--- config.mk ---
export PLATFORM = sky130hd
export DESIGN_NAME = alu_disp_scan_flat
export DESIGN_NICKNAME = d
export VERILOG_FILES = /design/src/rtl/alu_pkg.sv /design/src/rtl/alu_disp_scan_if.sv /design/src/rtl/hex_a_7seg.sv /design/src/rtl/alu_disp_scan.sv /design/src/flat_wrapper.sv
export SDC_FILE = /design/constraint.sdc
export NUM_CORES = 1
export LEC_CHECK = 0
export CAP_MARGIN = 30
export CELL_PAD_IN_SITES_DETAIL_PLACEMENT = 0
export CELL_PAD_IN_SITES_GLOBAL_PLACEMENT = 2
export CORE_ASPECT_RATIO = 1.2
export CORE_UTILIZATION = 36
export CTS_CLUSTER_DIAMETER = 40
export DETAILED_ROUTE_END_ITERATION = 10
export GPL_TIMING_DRIVEN = 0
export PLACE_DENSITY = 0.78
export SYNTH_ARGS = -nofsm -noshare
export SYNTH_HDL_FRONTEND = slang
export SYNTH_HIERARCHICAL = 1
export SYNTH_SLANG_ARGS = --single-unit
--- constraint.sdc ---
create_clock -name clk -period 3.65 [get_ports clk]
set_input_delay 0.365 -clock clk [delete_from_list [all_inputs] [get_ports clk]]
set_output_delay 0.365 -clock clk [all_outputs]
set_load 0.005 [all_outputs]
--- src/rtl/alu_pkg.sv ---
// Shared types and constants for the registered ALU with multiplexed hex display.
package alu_pkg;

    typedef enum logic [3:0] {
        OP_ADD = 4'd0,
        OP_SUB = 4'd1,
        OP_AND = 4'd2,
        OP_OR  = 4'd3,
        OP_XOR = 4'd4,
        OP_NOT = 4'd5,
        OP_SHL = 4'd6,
        OP_SHR = 4'd7,
        OP_SAR = 4'd8
    } op_t;

    typedef enum logic {
        IDLE = 1'b0,
        CALC = 1'b1
    } state_t;

    // Active-low segment patterns, bit order {g,f,e,d,c,b,a}.
    localparam logic [6:0] SEG_BLANK = 7'h7F;
    localparam logic [6:0] SEG_MINUS = 7'h3F;
    localparam logic [6:0] SEG_ZERO  = 7'h40;

endpackage

--- src/rtl/alu_disp_scan_if.sv ---
// Request/result bundle between the switch/button front end and the ALU core.
interface alu_disp_scan_if #(
    parameter int N = 8
) ();
    import alu_pkg::*;

    logic         start;
    logic [N-1:0] a;
    logic [N-1:0] b;
    op_t          op;
    logic         busy;
    logic         valid;
    logic [N-1:0] result;
    logic         carry;
    logic         cero;
    logic         negativo;
    logic         desbordamiento;

    modport master (
        output start, a, b, op,
        input  busy, valid, result, carry, cero, negativo, desbordamiento
    );

    modport slave (
        input  start, a, b, op,
        output busy, valid, result, carry, cero, negativo, desbordamiento
    );

endinterface

--- src/rtl/hex_a_7seg.sv ---
// Combinational hex nibble to active-low seven-segment pattern {g..a}.
module hex_a_7seg
    import alu_pkg::*;
(
    input  logic [3:0] nib,
    output logic [6:0] seg_n
);

    always_comb begin
        seg_n = SEG_BLANK;
        case (nib)
            4'h0: seg_n = 7'h40;
            4'h1: seg_n = 7'h79;
            4'h2: seg_n = 7'h24;
            4'h3: seg_n = 7'h30;
            4'h4: seg_n = 7'h19;
            4'h5: seg_n = 7'h12;
            4'h6: seg_n = 7'h02;
            4'h7: seg_n = 7'h78;
            4'h8: seg_n = 7'h00;
            4'h9: seg_n = 7'h10;
            4'hA: seg_n = 7'h08;
            4'hB: seg_n = 7'h03;
            4'hC: seg_n = 7'h46;
            4'hD: seg_n = 7'h21;
            4'hE: seg_n = 7'h06;
            4'hF: seg_n = 7'h0E;
            default: seg_n = SEG_BLANK;
        endcase
    end

endmodule

--- src/rtl/alu_disp_scan.sv ---
// Registered ALU (start -> CALC -> valid) feeding a free-running multiplexed hex display.
// Define ALU_DISP_SIGNED_EN to show negative results as a minus sign plus magnitude.
module alu_disp_scan
    import alu_pkg::*;
#(
    parameter int N        = 8,
    parameter int DIGITS   = 4,
    parameter int SCAN_DIV = 50000
) (
    input  logic              clk,
    input  logic              rst_n,
    alu_disp_scan_if.slave    bus,
    output logic [6:0]        seg,
    output logic [DIGITS-1:0] an
);

    localparam int SW = $clog2(N) + 1;
    localparam int PW = (SCAN_DIV > 1) ? $clog2(SCAN_DIV) : 1;
    localparam int DW = (DIGITS > 1) ? $clog2(DIGITS) : 1;
    localparam int XW = DIGITS * 4;

    state_t       state_q, state_d;
    logic [N-1:0] a_q, a_d, b_q, b_d;
    op_t          op_q, op_d;
    logic         busy_q, busy_d, valid_q, valid_d;
    logic [N-1:0] result_q, result_d;
    logic         carry_q, carry_d, cero_q, cero_d;
    logic         negativo_q, negativo_d, desb_q, desb_d;
    logic [PW-1:0] presc_q, presc_d;
    logic [DW-1:0] dig_q, dig_d;
    logic [6:0]    seg_q, seg_d;
    logic [DIGITS-1:0] an_q, an_d;

    logic [N-1:0]   alu_res;
    logic           alu_c, alu_v;
    logic [N:0]     sum, diff, shl_ext, shr_ext;
    logic signed [N:0] sar_ext;
    logic [SW-1:0]  sh_amt;
    logic           over_shift;

    assign sh_amt     = b_q[SW-1:0];
    assign over_shift = (int'(sh_amt) >= N);

    // Shifts run one bit wider than N so the bit falling off the end lands in the extra position.
    always_comb begin
        sum     = {1'b0, a_q} + {1'b0, b_q};
        diff    = {1'b0, a_q} - {1'b0, b_q};
        shl_ext = {1'b0, a_q} << sh_amt;
        shr_ext = {a_q, 1'b0} >> sh_amt;
        sar_ext = $signed({a_q, 1'b0}) >>> sh_amt;
        alu_res = '0;
        alu_c   = 1'b0;
        alu_v   = 1'b0;
        case (op_q)
            OP_ADD: begin
                alu_res = sum[N-1:0];
                alu_c   = sum[N];
                alu_v   = (a_q[N-1] == b_q[N-1]) && (sum[N-1] != a_q[N-1]);
            end
            OP_SUB: begin
                alu_res = diff[N-1:0];
                alu_c   = diff[N];
                alu_v   = (a_q[N-1] != b_q[N-1]) && (diff[N-1] != a_q[N-1]);
            end
            OP_AND: alu_res = a_q & b_q;
            OP_OR:  alu_res = a_q | b_q;
            OP_XOR: alu_res = a_q ^ b_q;
            OP_NOT: alu_res = ~a_q;
            OP_SHL: if (!over_shift) {alu_c, alu_res} = shl_ext;
            OP_SHR: if (!over_shift) {alu_res, alu_c} = shr_ext;
            OP_SAR: if (!over_shift) {alu_res, alu_c} = sar_ext;
            default: ;
        endcase
    end

    always_comb begin
        state_d    = state_q;
        a_d        = a_q;
        b_d        = b_q;
        op_d       = op_q;
        busy_d     = 1'b0;
        valid_d    = 1'b0;
        result_d   = result_q;
        carry_d    = carry_q;
        cero_d     = cero_q;
        negativo_d = negativo_q;
        desb_d     = desb_q;
        case (state_q)
            IDLE: begin
                if (bus.start) begin
                    state_d = CALC;
                    a_d     = bus.a;
                    b_d     = bus.b;
                    op_d    = bus.op;
                    busy_d  = 1'b1;
                end
            end
            CALC: begin
                state_d    = IDLE;
                valid_d    = 1'b1;
                result_d   = alu_res;
                carry_d    = alu_c;
                cero_d     = (alu_res == '0);
                negativo_d = alu_res[N-1];
                desb_d     = alu_v;
            end
            default: state_d = IDLE;
        endcase
    end

    logic [N-1:0]  disp_val;
    logic [XW-1:0] disp_ext;
    logic          show_minus;
    logic [3:0]    nib_arr [DIGITS];
    logic [3:0]    nib_sel;
    logic [6:0]    hex_seg;
    logic          presc_wrap;

    always_comb begin
        presc_wrap = (presc_q == PW'(SCAN_DIV - 1));
        presc_d    = presc_wrap ? '0 : presc_q + 1'b1;
        dig_d      = dig_q;
        if (presc_wrap) begin
            dig_d = (dig_q == DW'(DIGITS - 1)) ? '0 : dig_q + 1'b1;
        end
    end

    always_comb begin
        disp_val   = result_q;
        show_minus = 1'b0;
`ifdef ALU_DISP_SIGNED_EN
        if (negativo_q) begin
            disp_val   = ~result_q + 1'b1;
            show_minus = (dig_d == DW'(DIGITS - 1));
        end
`endif
    end

    assign disp_ext = XW'(disp_val);

    // Segments and anodes are both derived from the next digit index so they switch on the same edge.
    for (genvar gi = 0; gi < DIGITS; gi++) begin : g_digit
        assign nib_arr[gi] = disp_ext[gi*4 +: 4];
        assign an_d[gi]    = (dig_d != DW'(gi));
    end

    assign nib_sel = nib_arr[dig_d];

    hex_a_7seg u_hex (
        .nib   (nib_sel),
        .seg_n (hex_seg)
    );

    assign seg_d = show_minus ? SEG_MINUS : hex_seg;

    always_ff @(posedge clk or negedge rst_n) begin
        if (!rst_n) begin
            state_q    <= IDLE;
            a_q        <= '0;
            b_q        <= '0;
            op_q       <= OP_ADD;
            busy_q     <= 1'b0;
            valid_q    <= 1'b0;
            result_q   <= '0;
            carry_q    <= 1'b0;
            cero_q     <= 1'b1;
            negativo_q <= 1'b0;
            desb_q     <= 1'b0;
            presc_q    <= '0;
            dig_q      <= '0;
            seg_q      <= SEG_ZERO;
            an_q       <= {{(DIGITS-1){1'b1}}, 1'b0};
        end else begin
            state_q    <= state_d;
            a_q        <= a_d;
            b_q        <= b_d;
            op_q       <= op_d;
            busy_q     <= busy_d;
            valid_q    <= valid_d;
            result_q   <= result_d;
            carry_q    <= carry_d;
            cero_q     <= cero_d;
            negativo_q <= negativo_d;
            desb_q     <= desb_d;
            presc_q    <= presc_d;
            dig_q      <= dig_d;
            seg_q      <= seg_d;
            an_q       <= an_d;
        end
    end

    assign bus.busy           = busy_q;
    assign bus.valid          = valid_q;
    assign bus.result         = result_q;
    assign bus.carry          = carry_q;
    assign bus.cero           = cero_q;
    assign bus.negativo       = negativo_q;
    assign bus.desbordamiento = desb_q;
    assign seg                = seg_q;
    assign an                 = an_q;

endmodule

--- src/flat_wrapper.sv ---
// flat-port wrapper written by rule: the top's interface ports become plain ports
module alu_disp_scan_flat import alu_pkg::*;
#(
    parameter int N        = 8,
    parameter int DIGITS   = 4,
    parameter int SCAN_DIV = 50000
)
  (clk, rst_n, seg, an, bus_start, bus_a, bus_b, bus_op, bus_busy, bus_valid, bus_result, bus_carry, bus_cero, bus_negativo, bus_desbordamiento);
  alu_disp_scan_if #(.N(N)) bus_i ();
  input  logic clk;
  input  logic rst_n;
  output logic [6:0] seg;
  output logic [DIGITS-1:0] an;
  input wire logic [$bits(bus_i.start)-1:0] bus_start;
  input wire logic [$bits(bus_i.a)-1:0] bus_a;
  input wire logic [$bits(bus_i.b)-1:0] bus_b;
  input wire logic [$bits(bus_i.op)-1:0] bus_op;
  output wire logic [$bits(bus_i.busy)-1:0] bus_busy;
  output wire logic [$bits(bus_i.valid)-1:0] bus_valid;
  output wire logic [$bits(bus_i.result)-1:0] bus_result;
  output wire logic [$bits(bus_i.carry)-1:0] bus_carry;
  output wire logic [$bits(bus_i.cero)-1:0] bus_cero;
  output wire logic [$bits(bus_i.negativo)-1:0] bus_negativo;
  output wire logic [$bits(bus_i.desbordamiento)-1:0] bus_desbordamiento;
  assign bus_i.start = bus_start;
  assign bus_i.a = bus_a;
  assign bus_i.b = bus_b;
  assign bus_i.op = bus_op;
  assign bus_busy = bus_i.busy;
  assign bus_valid = bus_i.valid;
  assign bus_result = bus_i.result;
  assign bus_carry = bus_i.carry;
  assign bus_cero = bus_i.cero;
  assign bus_negativo = bus_i.negativo;
  assign bus_desbordamiento = bus_i.desbordamiento;
  alu_disp_scan #(.N(N), .DIGITS(DIGITS), .SCAN_DIV(SCAN_DIV)) u_core (.clk(clk), .rst_n(rst_n), .bus(bus_i), .seg(seg), .an(an));
endmodule
## After elaboration in Yosys (flattened, before gate mapping)

Memories as Yosys holds them, arrays and structs flattened. A register that Yosys moved wholly into a read port is not among the register bits.
Index checks and enable logic that the tools add are counted.

| operators by class | value |
|---|---|
| $add $sub $neg | 4 |
| magnitude comparators | 2 |
| equal/unequal tests | 17 |
| shift operators | 3 |
| muxes and demuxes | 19 |
| bitwise operators | 6 |
| reductions and logical operators | 7 |

Operators by type and width:

| cell | count |
|---|---|
| 8-bit case mux with 9 select lines | 1 |
| 8-bit two-way mux | 3 |
| 16-bit by 1-bit adder with 16-bit output, second input constant | 1 |
| 16-bit == test, second input constant | 1 |
| 4-bit by 3-bit == test with 1-bit output, second input constant | 4 |
| 16-bit two-way mux | 1 |
| 8-bit by 8-bit adder with 9-bit output | 1 |
| 8-bit by 4-bit << shifter with 9-bit output | 1 |
| 9-bit by 4-bit right shift with 9-bit output | 1 |
| 9-bit by 4-bit >>> shifter with 9-bit output | 1 |
| 8-bit by 8-bit subtractor with 9-bit output | 1 |
| 8-bit AND | 1 |
| 4-bit binary-select mux with 2-bit select | 1 |
| 4-bit by 2-bit == test with 1-bit output, second input constant | 2 |
| 8-bit logical NOT | 1 |
| 4-bit two-way mux | 2 |
| 8-bit NOT | 1 |
| 8-bit OR | 1 |
| 8-bit bitwise XOR | 1 |
| 1-bit two-way mux | 6 |
| 1-bit case mux with 5 select lines | 1 |
| 4-bit by 1-bit == test with 1-bit output, second input constant | 1 |
| 4-bit == test, second input constant | 1 |
| 4-bit greater-or-equal comparator, second input constant | 1 |
| 16 further kinds | 22 |

| word-level totals | value |
|---|---|
| register bits | 57 |
| ROM bits | 112 |
| input bits | 23 |
| output and inout port bits | 25 |
| word-level logic and storage cells | 73 |
| memories kept | 1 |

Memories:

| memory | depth | bits a word | rd ports | clocked after memory_dff | wr ports | RTL line | text |
|---|---|---|---|---|---|---|---|
| (no name shown) | 16 | 7 | 1 | 1 | 0 | hex_a_7seg.sv:11 | `case (nib)` |

## Depth between registers and ports, before layout

| logic depth | value |
|---|---|
| word-level depth | 7 |
| mapped depth | 12 |
| depth with buffers taken out | 12 |

## Modules after synthesis

Netlist, hierarchy kept.

Modules (own cells, without submodules):

| module | instances | cells an instance | area each (um^2) | seq. area each (um^2) |
|---|---|---|---|---|
| alu_disp_scan | 1 | 481 | 4435.5 | 1557.7 |
| hex_a_7seg | 1 | 31 | 261.5 | 0.0 |

## Worst setup path after synthesis

OpenSTA, ideal clock, no wires.

| path | value |
|---|---|
| kind | register -> register |
| start point | reg u_core.presc_q[0] |
| end point | reg u_core.seg_q[3] (netlist: u_core/seg[3]) |
| setup time | 140 ps |
| arrival time | 2929 ps |
| data required time | 3510 ps |
| slack | 581 ps |
| cell stages (with the launch flop) | 11 |
| buffers on the path | 1 |
| clock period less this slack | 3069 ps |
| cells stage by stage | dfrtp_1 -> ha_1 -> nand3_1 -> nor3_1 -> clkbuf_1 -> mux2_2 -> nor2_1 -> inv_1 -> ha_1 -> inv_1 -> mux4_1 |

| between the ends | value |
|---|---|
| word-level cells in the longest chain between the ends | 6 |

Ends and longest elaborated chain:

| item | RTL line | text |
|---|---|---|
| start: declaration | alu_disp_scan.sv:29 | `logic [PW-1:0] presc_q, presc_d;` |
| start signal: assignment | alu_disp_scan.sv:185 | `presc_q <= presc_d;` |
| 16-bit == test | alu_disp_scan.sv:120 | `presc_wrap = (presc_q == PW'(SCAN_DIV - 1));` |
| 2-bit two-way mux | alu_disp_scan.sv:123 | `if (presc_wrap) begin` |
| net u_core.dig_d[1] | alu_disp_scan.sv:30 | `logic [DW-1:0] dig_q, dig_d;` |
| 2-bit NOT with 3-bit output (not written as such) | alu_disp_scan.sv:147 | `assign nib_sel = nib_arr[dig_d];` |
| 4-bit binary-select mux with 2-bit select | alu_disp_scan.sv:147 |  |
| 4-bit two-way mux (not written as such) (2 in series) | alu_disp_scan.sv:147 |  |
| net u_core.nib_sel[0] | alu_disp_scan.sv:115 | `logic [3:0] nib_sel;` |
| end: declaration | alu_disp_scan.sv:31 | `logic [6:0] seg_q, seg_d;` |

The timed path passes the listed nets, and every way through them passes these cells. The select of a mux whose other input is x is not followed.
A chain may end at the register's enable or synchronous reset.

## Worst setup path in the final report

| path | value |
|---|---|
| start point | reg u_core.b_q[1] |
| end point | reg u_core.cero_q (netlist: u_core/bus.cero) |

| between the ends | value |
|---|---|
| word-level cells in the longest chain between the ends | 4 |
| elaborated cells on any way between the ends | 14 |
| those cells by class | add/sub (2); order compare (1); shift (3); mux (4); bitwise (3); reduce/logical (1) |

Ends and longest elaborated chain:

| item | RTL line | text |
|---|---|---|
| start: declaration | alu_disp_scan.sv:23 | `logic [N-1:0] a_q, a_d, b_q, b_d;` |
| start signal: assignment | alu_disp_scan.sv:160 | `b_q <= '0;` |
| start signal: assignment | alu_disp_scan.sv:176 | `b_q <= b_d;` |
| parallel branches: the longest is 2 deep, another holds 8-bit by 8-bit subtractor with 9-bit output | n/a |  |
| 8-bit case mux with 9 select lines (*) | alu_disp_scan.sv:54 | `case (op_q)` |
| 8-bit logical NOT (*) | alu_disp_scan.sv:103 | `cero_d = (alu_res == '0);` |
| end signal: assignment | alu_disp_scan.sv:182 | `cero_q <= cero_d;` |
| end: declaration | alu_disp_scan.sv:27 | `logic carry_q, carry_d, cero_q, cero_d;` |

Every way passes the cells marked *.

==> flow_metrics.tcl <==
set metrics [dict create \
    status "finished clean" \
    ys_top_cells_by_area "dfrtp_1 (30%), ha_1 (9.1%), mux2i_1 (4.0%)" \
    path_max_fanout 10 \
    drt_wl_total_um 13210 \
    clk_latency_ns 0.33 \
    fp.dieW_um 106.3 \
    grt_pass1_vias 4082 \
    nets 633 \
    p_leak_nw 2.458 \
    ioPinCount 48 \
    arrival_ns 3.65 \
    reg2regPathDepth 11 \
    drc_errors 0 \
    crit_slowest_cell "a2111oi_2" \
    powerDensity_nw_per_um2 506.9 \
    ir_worst_vdd_uv 207.0 \
    antenna_left 0 \
    max-slew-margin-rel_pct 35.95 \
    critPathLaunchType "register" \
    cpPeakStageDelay_ns 0.48 \
    gp_congestion 0.9223 \
    portBuffers 47 \
    first_pass_iters 5 \
    post-place-cells 724 \
    ys_seq_area_share_pct 33.16 \
    cp.required_ns 3.89 \
    synth_nets 571 \
    die-area_um2 13510 \
    cts_htree_levels 3 \
    cts.sinks 62 \
    slew_violations 0 \
    grt_usage_pct 20.85 \
    final_hold_viol_count 0 \
    drv_cap 0 \
    worst_path_dominant_cell_family "compound AO/OA/AOI/OAI gates" \
    rows 45 \
    place_area_um2 5394 \
    first_iter_violations 262 \
    worst_path_most_repeated_cell "buf_2" \
    final_layout_size_suffix_gt1_share_pct 12.78 \
    fin_crit_ns 3.400 \
    vias 4121 \
    end_kind "register" \
    critPathKind "register to register" \
    worst_slew_pin_slew_ns 0.9474 \
    cp_num_buf_inv 3 \
    n_antenna_cell 0 \
    fin_area_um2 5725 \
    crit_chain "buf_2 -> buf_2 -> clkinvlp_4 -> ha_1 -> o21bai_1 -> nor4b_2 -> nor3_1 -> a221o_1 -> a2111oi_2 -> nand4_1 -> o32ai_2" \
    wl_per_cell_um 17.78 \
    rr_endpoint "u_core/bus.cero" \
    holdBufCountCts 0 \
    max_freq_mhz 294.1 \
    dpl.hpwl_um 10030 \
    clkTransAtPathRegs_ns 0.06 \
    synth_cell_types 77 \
    start_util_pct 37.08 \
    rsz0062_at_grt "true" \
    synth_cells 512 \
    yosys_warnings 6 \
    final_util_pct 45.20 \
    area.growth.synth_to_final_pct 21.90 \
    synth-edff-count 0 \
    grt_start_max_net_pins 63 \
    setup_viol 0 \
    avgSynthCellArea_um2 9.174 \
    yosysTopAreaCell "dfrtp_1" \
    synthArstFlopShare_pct 100.0 \
    synthFlopType "dfrtp_1" \
    r2r_setup_slack_ns 0.25 \
    antenna_found_initial 0 \
    skew_ns 0.008497 \
    cts_tree "done" \
    cts_inserted_buffers 9 \
    grt_pass1_wl_um 21630 \
    ys_ff_latch 62 \
    core_area_um2 12670 \
    timing.hold.ws_ns 0.09692 \
    syn_area_um2 4697 \
    r2r_start "u_core/b_q[1]" \
    die-height_um 127.1 \
    final_cells 743 \
    yosysTopAreaCellShare_pct 30.37 \
    grt_overflow_total 0 \
    cts-root-buf "clkbuf_16" \
    cts_buffer_depth 2 \
    fin_crit_sh_pct 93.16 \
    hold_class "input port to asynchronous set/reset pin" \
    viasPerCell 5.546 \
]
## placed cells by master, fill, tap and decap left out, types with 4 or more instances in the layout
cell	n
a211oi_1	4
a221oi_1	4
dfrtp_1	57
clkbuf_1	16
o21ai_0	34
buf_2	6
mux2i_1	19
nor2_1	39
nor3_1	11
o21bai_1	6
o221ai_1	5
nand4_1	7
ha_1	34
nand2_1	47
clkdlybuf4s50_1	46
a21oi_1	29
nor2b_1	7
xor2_1	7
xnor2_1	7
dfstp_2	5
o22ai_1	5
buf_6	4
inv_1	29
or3_1	7
nand3b_1	5
mux2_2	10
nand3_1	8
buf_4	11
nand2b_1	8
and3_1	4
and2_1	4
clkbuf_16	9
o211ai_1	5
## worst max-delay path by stage
stage / startpoint / end / slack, ns / cells after the start
floorplan: u_core/presc_q[0] / u_core/seg[3] / 0.58 / 10
global placement: u_core/b_q[1] / u_core/bus.cero / 0.08 / 11
detailed placement: u_core/presc_q[0] / u_core/seg[3] / 0.11 / 10
CTS: u_core/b_q[1] / u_core/bus.cero / 0.11 / 11
global route: u_core/presc_q[0] / u_core/seg[3] / -0.03 / 10
finish: u_core/b_q[1] / u_core/bus.cero / 0.25 / 11
## power breakdown
part / leakage (nW) / internal (mW) / switching, mW
clock network: 0.146 / 0.565 / 0.309
logic: 1.54 / 0.544 / 0.593
registers: 0.769 / 0.797 / 0.0939
## what timing repair did
| action | 4_1_cts | 5_1_grt |
|---|---|---|
| gates resized for setup | 0 | 2 |
| endpoints found under the setup margin | 0 | 2 |
| buffers inserted | 0 | 3 |
## registers in the layout, indices dropped and copies added, names as in the netlist
| signal | count |
|---|---|
| u_core/presc_q | 16 |
| u_core/bus.busy | 1 |
| u_core/an | 4 |
| u_core/bus.carry | 1 |
| u_core/seg | 7 |
| u_core/bus.valid | 1 |
| u_core/b_q | 8 |
| u_core/op_q | 4 |
| u_core/a_q | 8 |
| u_core/bus.result | 8 |
| u_core/bus.cero | 1 |
| u_core/dig_q | 2 |
| u_core/bus.desbordamiento | 1 |
## area by class of cell
class / instances / area, um^2
well taps: 164 / 205.2
flip-flops and latches: 62 / 1558
repair buffers: 51 / 501.7
multi-input cells: 386 / 2850
plain buffers: 31 / 180.2
clock inverters: 3 / 42.54
fillers: 1271 / 6943
inverters: 33 / 127.6
clock buffers: 13 / 260.3
## logic make-up (layout without fill, tap and decap cells)
group           after synthesis  in the layout  synth area share (%)
simple gates                170            170                 19.29
compound gates              131            131                 19.23
fa+ha+maj                    36             36                 9.910
xor+xnor                     14             14                 2.611
flops                        62             62                 33.16
mux                          35             35                 9.323
buf+inv                      64            131                 6.473
## cells in the mapped netlist (3+ instances only)
master and n:
buf_4 7, mux2i_1 19, nand4_1 7, mux4_2 3, a21oi_1 29, buf_2 6
a21o_1 3, or4bb_1 3, xor2_1 7, o22ai_1 5, nor4b_1 3, ha_1 34
and3_1 4, o221ai_1 5, or3_1 7, nor4_1 3, nand3_1 8, buf_6 4
nor3_1 11, a221oi_1 4, a221o_1 3, a211oi_1 4, clkbuf_1 14, nand2b_1 8
o211ai_1 5, and2_1 4, dfstp_2 5, o2111ai_1 3, nand2_1 47, nand3b_1 5
nor2_1 40, xnor2_1 7, o21ai_0 34, inv_1 30, o21bai_1 6, o211a_1 3
nor2b_1 7, mux2_2 10, dfrtp_1 57
## stage by stage
| stage | power, mW | TNS (ns) | setup WS, ns |
|---|---|---|---|
| floorplan | 1.602 | 0 | 0.5809 |
| global placement | 2.020 | 0 | 0.08251 |
| detailed placement | 2.031 | 0 | 0.1072 |
| CTS | 2.929 | 0 | 0.1071 |
| global route | 3.091 | -0.02861 | -0.02861 |
| finish | 2.902 | 0 | 0.2495 |
## metal layers
metal | track usage, % | up-vias | wire length (um)
met3 | 3.214 | 26 | 520
met5 | 0 | - | 0
met1 | 25.20 | 2012 | 5660
met4 | 9.641 | 0 | 358
li1 | - | 1980 | -
met2 | 36.25 | 103 | 6670
No activity file was read; power rests on OpenSTA's default activity.
